File: config.mk
export PLATFORM = sky130hd
export DESIGN_NAME = rgb_breath_sequencer
export DESIGN_NICKNAME = d
export VERILOG_FILES = /design/src/rtl/rgb_breath_sequencer.sv
export SDC_FILE = /design/constraint.sdc
export NUM_CORES = 1
export LEC_CHECK = 0
export ABC_AREA = 1
export BUFFER_PORTS_ARGS = -buffer_cell sky130_fd_sc_hd__buf_4
export CAP_MARGIN = 20
export CORE_MARGIN = 2
export CORE_UTILIZATION = 55
export DETAILED_ROUTE_END_ITERATION = 10
export PLACE_DENSITY = 0.84
export SLEW_MARGIN = 10
export SYNTH_ARGS = -nofsm -noshare
export SYNTH_HDL_FRONTEND = slang
export SYNTH_SLANG_ARGS = --single-unit
File: constraint.sdc
create_clock -name clk -period 4.7 [get_ports clk]
set_clock_uncertainty 0.1 [all_clocks]
set_input_delay 0.47 -clock clk [delete_from_list [all_inputs] [get_ports clk]]
set_output_delay 0.47 -clock clk [all_outputs]
set_load 0.01 [all_outputs]
File: src/rtl/rgb_breath_sequencer.sv
// rgb_breath_sequencer: breathes through a colour palette, producing per-channel duty values and PWM waveforms.
module rgb_breath_sequencer #(
    parameter int DUTY_W = 8,
    parameter int NUM_COLORS = 7,
    parameter logic [3*DUTY_W*NUM_COLORS-1:0] PALETTE = {24'hA020F0, 24'h082E54, 24'h0000FF,
        24'h00FF00, 24'hFFFF00, 24'hFF3C00, 24'hFF0000},
    parameter int TICK_DIV = 625000,
    parameter int HOLD_TICKS = 0,
    localparam int CW = NUM_COLORS > 1 ? $clog2(NUM_COLORS) : 1
) (
    input  logic              clk,
    input  logic              rst_n,
    input  logic              en,
    input  logic              pause,
    input  logic              mode,
    input  logic [CW-1:0]     color_sel,
    output logic [DUTY_W-1:0] r_duty,
    output logic [DUTY_W-1:0] g_duty,
    output logic [DUTY_W-1:0] b_duty,
    output logic              r_pwm,
    output logic              g_pwm,
    output logic              b_pwm,
    output logic [CW-1:0]     color_idx,
    output logic              cycle_done
);
    localparam int PW = TICK_DIV > 1 ? $clog2(TICK_DIV) : 1;
    localparam int HW = HOLD_TICKS > 0 ? $clog2(HOLD_TICKS + 1) : 1;
    localparam logic [DUTY_W-1:0] LMAX = '1;
    typedef enum logic [1:0] {IDLE, RAMP_UP, HOLD, RAMP_DOWN} state_t;
    state_t state, state_n;
    logic [DUTY_W-1:0] level, level_n, pcnt;
    logic [HW-1:0] hold_cnt, hold_n;
    logic [PW-1:0] presc, presc_n;
    logic [CW-1:0] idx_n, sel_idx, adv_idx;
    logic done_n, tick, wrap;
    logic [DUTY_W-1:0] peak [3];
    logic [DUTY_W-1:0] duty [3];
    logic [DUTY_W-1:0] lat [3];
    logic [2:0] pwm;

    assign sel_idx = 32'(color_sel) >= NUM_COLORS ? '0 : color_sel;
    assign wrap = color_idx == CW'(NUM_COLORS - 1);
    assign adv_idx = mode ? sel_idx : wrap ? '0 : color_idx + 1'b1;
    assign tick = !pause && presc == PW'(TICK_DIV - 1);

    always_comb begin
        state_n = state;
        level_n = level;
        hold_n = hold_cnt;
        presc_n = presc;
        idx_n = color_idx;
        done_n = 1'b0;
        if (!en) begin
            state_n = IDLE;
            level_n = '0;
            hold_n = '0;
            presc_n = '0;
        end else if (state == IDLE) begin
            state_n = RAMP_UP;
            level_n = '0;
            idx_n = sel_idx;
        end else if (!pause) begin
            presc_n = tick ? '0 : presc + 1'b1;
            if (tick) begin
                case (state)
                    RAMP_UP: begin
                        level_n = level + 1'b1;
                        hold_n = '0;
                        if (level == LMAX - 1'b1) state_n = HOLD_TICKS == 0 ? RAMP_DOWN : HOLD;
                    end
                    HOLD: begin
                        hold_n = hold_cnt + 1'b1;
                        if (32'(hold_cnt) + 1 == HOLD_TICKS) state_n = RAMP_DOWN;
                    end
                    RAMP_DOWN: begin
                        level_n = level - 1'b1;
                        if (level == DUTY_W'(1)) begin
                            state_n = RAMP_UP;
                            idx_n = adv_idx;
                            done_n = !mode && wrap;
                        end
                    end
                    default: ;
                endcase
            end
        end
    end

    always_ff @(posedge clk or negedge rst_n) begin
        if (!rst_n) begin
            state <= IDLE;
            level <= '0;
            hold_cnt <= '0;
            presc <= '0;
            color_idx <= '0;
            cycle_done <= 1'b0;
        end else begin
            state <= state_n;
            level <= level_n;
            hold_cnt <= hold_n;
            presc <= presc_n;
            color_idx <= idx_n;
            cycle_done <= done_n;
        end
    end

    always_comb begin
        for (int i = 0; i < 3; i++) peak[i] = PALETTE[3*DUTY_W*color_idx + DUTY_W*(2-i) +: DUTY_W];
    end

    // Full level is special-cased so the peak colour is reproduced exactly rather than scaled by (2^W-1)/2^W.
    always_ff @(posedge clk or negedge rst_n) begin
        if (!rst_n) begin
            pcnt <= '0;
            pwm <= '0;
            for (int i = 0; i < 3; i++) begin
                duty[i] <= '0;
                lat[i] <= '0;
            end
        end else begin
            pcnt <= pcnt == LMAX - 1'b1 ? '0 : pcnt + 1'b1;
            for (int i = 0; i < 3; i++) begin
                duty[i] <= level == LMAX ? peak[i] : DUTY_W'(((2*DUTY_W)'(peak[i]) * level) >> DUTY_W);
                if (pcnt == '0) lat[i] <= duty[i];
                pwm[i] <= pcnt < (pcnt == '0 ? duty[i] : lat[i]);
            end
        end
    end

    assign r_duty = duty[0];
    assign g_duty = duty[1];
    assign b_duty = duty[2];
    assign r_pwm = pwm[0];
    assign g_pwm = pwm[1];
    assign b_pwm = pwm[2];
endmodule
==> flow_metrics.tcl <==
set metrics [dict create \
    combPwrFrac_pct 64.1 \
    design_area_sq_um 13200 \
    relSlewSlack_pct 32.3 \
    required_ns 4.85 \
    h-tree-depth 3 \
    worstSetupPathType "reg2reg" \
    ys.flop_type "dfrtp_1" \
    power_density_nw_per_um2 367 \
    synth-edff-count 0 \
    die-area_sq_um 21800 \
    ys_seq_area_share_pct 20.5 \
    antenna_found_initial 0 \
    syn_area_per_cell_sq_um 7.58 \
    drc 0 \
    syn_inst 1501 \
    antenna_cells 0 \
    gp_congestion 0.945 \
    place_area_sq_um 12300 \
    finalSetupViolations 0 \
    start_util_pct 56.2 \
    hp-class "in2async" \
    yosysMostFrequentCell "nand2_1" \
    vias_per_cell 5.47 \
    clk_transition_reported_paths_ns 0.07 \
    drive_gt1_share_pct 18.4 \
    fill_cells 1592 \
    worst_pin_slew_ns 1.01 \
    synth_nets 1752 \
    seq_power_share_pct 20.0 \
    grt_max_degree 48 \
    clkLatencyLatePin_ns 0.37 \
    rsz0062_at_grt "yes" \
    grt_pass1_wl_mm 47.2 \
    p_switching_mw 2.35 \
    critPathMaxFanout 6 \
    routedWlPerCell_microns 16.2 \
    num_io_pins 39 \
    cp-end-kind "flop" \
    ant_nets 0 \
    max_cap_viol_count 0 \
    grt_usage_pct 26.9 \
    root_buffer "clkbuf_16" \
    grt_pass1_vias 10100 \
    nNetsFinal 1841 \
    r2r-start "color_idx[0]$_DFFE_PN0P_" \
    synth_area_leaders "dfrtp_1 (20%), ha_1 (17%), fa_1 (16%)" \
    yosysWarnings 0 \
    maxClockFrequency_mhz 215 \
    finalHoldViolCount 0 \
    synth.distinct_cells 49 \
    post-route-period-util_pct 99.0 \
    p_leak_nw 7.49 \
    core_area_sq_um 20200 \
    dp_hpwl_mm 22.9 \
    overflow 0 \
    placementRows 52 \
    p_clk_share_pct 15.9 \
    drt_iter0_markers 777 \
    cts_max_path_buffers 2 \
    ys_top_cells_by_count "nand2_1 (313), inv_1 (298), ha_1 (153)" \
    slew_viol_final 0 \
    async_reset_ff_share_pct 100 \
    vias 10200 \
    yosys.area.top_type "dfrtp_1" \
    startpoint_type "flop" \
    drt-total-wl_mm 30.2 \
    arrival_ns 4.80 \
    synth_area_sq_um 11400 \
    final_core_util_pct 65.4 \
    synth-seq-cells 93 \
    die_w_microns 148 \
    max-vdd-ir-drop_mv 0.230 \
    cts_made_buffers 9 \
    critPathLaunch "color_idx[0]$_DFFE_PN0P_" \
    fp.dieH_microns 148 \
    finalPower_mw 4.85 \
    cts.sinks 93 \
    fin_hold_ws_ns 0.00731 \
    area_growth_pct 16.3 \
    io_buffers 38 \
    fin_crit_ns 4.65 \
    cts_tree "yes" \
    firstDrtPassIters 6 \
    internal_power_mw 2.50 \
    swShare_pct 48.5 \
    yosysTopAreaCellShare_pct 20.5 \
    status "finished, final reports clean" \
    cts_hold_buf 0 \
]
-- cells in the final DEF (no fill, tap or decap), types with 15 or more instances in the layout --
cell type,n
xor2_1,24
nor3_1,15
nor2_1,120
nand2_2,24
nand3_1,68
inv_2,21
nand2_1,295
nand4_1,23
fa_1,90
dfrtp_1,91
o21ai_0,31
ha_1,132
or2_2,21
buf_4,97
nor2_2,26
ha_4,18
o21ai_1,33
inv_1,285
a21oi_1,42
-- metrics by stage --
step	instances	worst slack, ns	setup TNS (ns)
detailed placement	1839	-0.160	-1.00
global route	1864	-0.123	-0.995
CTS	1854	-0.0140	-0.0267
floorplan	1501	0.0306	0
finish	1864	0.0471	0
global placement	1839	-0.00968	-0.0180
-- power by group through the flow --
stage          Sequential [mW]  Clock (mW)  Combinational (mW)
3_3_place_gp             0.970           0                2.43
5_1_grt                  0.980       0.805                3.40
2_1_floorplan            0.995           0                1.69
6_report                 0.969       0.772                3.11
3_5_place_dp             0.975           0                2.55
4_1_cts                  0.960       0.778                2.62
-- metal layers --
layer | GRT usage [%] | wire [microns]
met1 | 32.7 | 12100
met2 | 47.8 | 15000
met3 | 4.54 | 1880
met4 | 10.6 | 1160
met5 | 0 | 0
-- worst paths after layout --
path                       cells after the start                       end  slack, ns
min reg2reg                                    2          lat[9]$_DFF_PN0_       0.39
max reg2reg                                   20       r_duty[5]$_DFF_PN0_       0.05
min                                            1         lat[20]$_DFF_PN0_      0.007
min in group clk                               4     presc[19]$_DFFE_PN0P_       0.31
max                                           20       r_duty[5]$_DFF_PN0_       0.05
max in group asynchronous                      2  color_idx[0]$_DFFE_PN0P_       3.36
-- flip-flops by register name (all words and copies together), names as in the netlist --
signal	flops
pwm	3
color_idx	3
b_duty	8
r_duty	8
lat	24
presc	20
cycle_done	1
g_duty	8
level	8
pcnt	8
state	2
-- cells by family (layout without fill, tap and decap cells) --
group | after synthesis | in the layout | synth area share, %
buffers and inverters | 337 | 430 | 11.6
DFF | 93 | 93 | 20.5
and+or+nand+nor | 643 | 643 | 25.2
adders and majority gates | 243 | 243 | 32.7
xor gates and xnor gates | 35 | 35 | 2.70
AOI/OAI and AO/OA | 150 | 150 | 7.37
-- final cells by class --
cell class                 count  area (sq um)  share of cell area, %
clock inverter                 6          71.3                  0.539
tap                          270           338                   2.55
inverter                     315          1200                   9.06
timing repair buffer         100           762                   5.76
clock buffer                   9           225                   1.70
multi-input combinational   1071          8300                   62.8
sequential                    93          2330                   17.6
-- critical path: stages, from the launching register on --
cell	delay [ns]
dfrtp_2	0.46
ha_4	0.19
inv_4	0.08
ha_4	0.18
buf_4	0.13
nand2_2	0.08
fa_1	0.52
inv_1	0.06
fa_1	0.48
fa_1	0.54
inv_1	0.05
fa_1	0.53
inv_1	0.07
ha_4	0.33
nand2_2	0.10
nor2_2	0.18
nand3_1	0.11
nand3_1	0.11
a21oi_1	0.07
o21ai_0	0.08
nand2_1	0.07
-- what timing repair did --
action / in CTS / in global routing
setup buffers: 0 / 10
endpoints found under the setup margin: 20 / 24
resized for setup: 15 / 133
gates cloned: 0 / 0
pin swaps: 3 / 47
(Power assumes the default switching activity.)
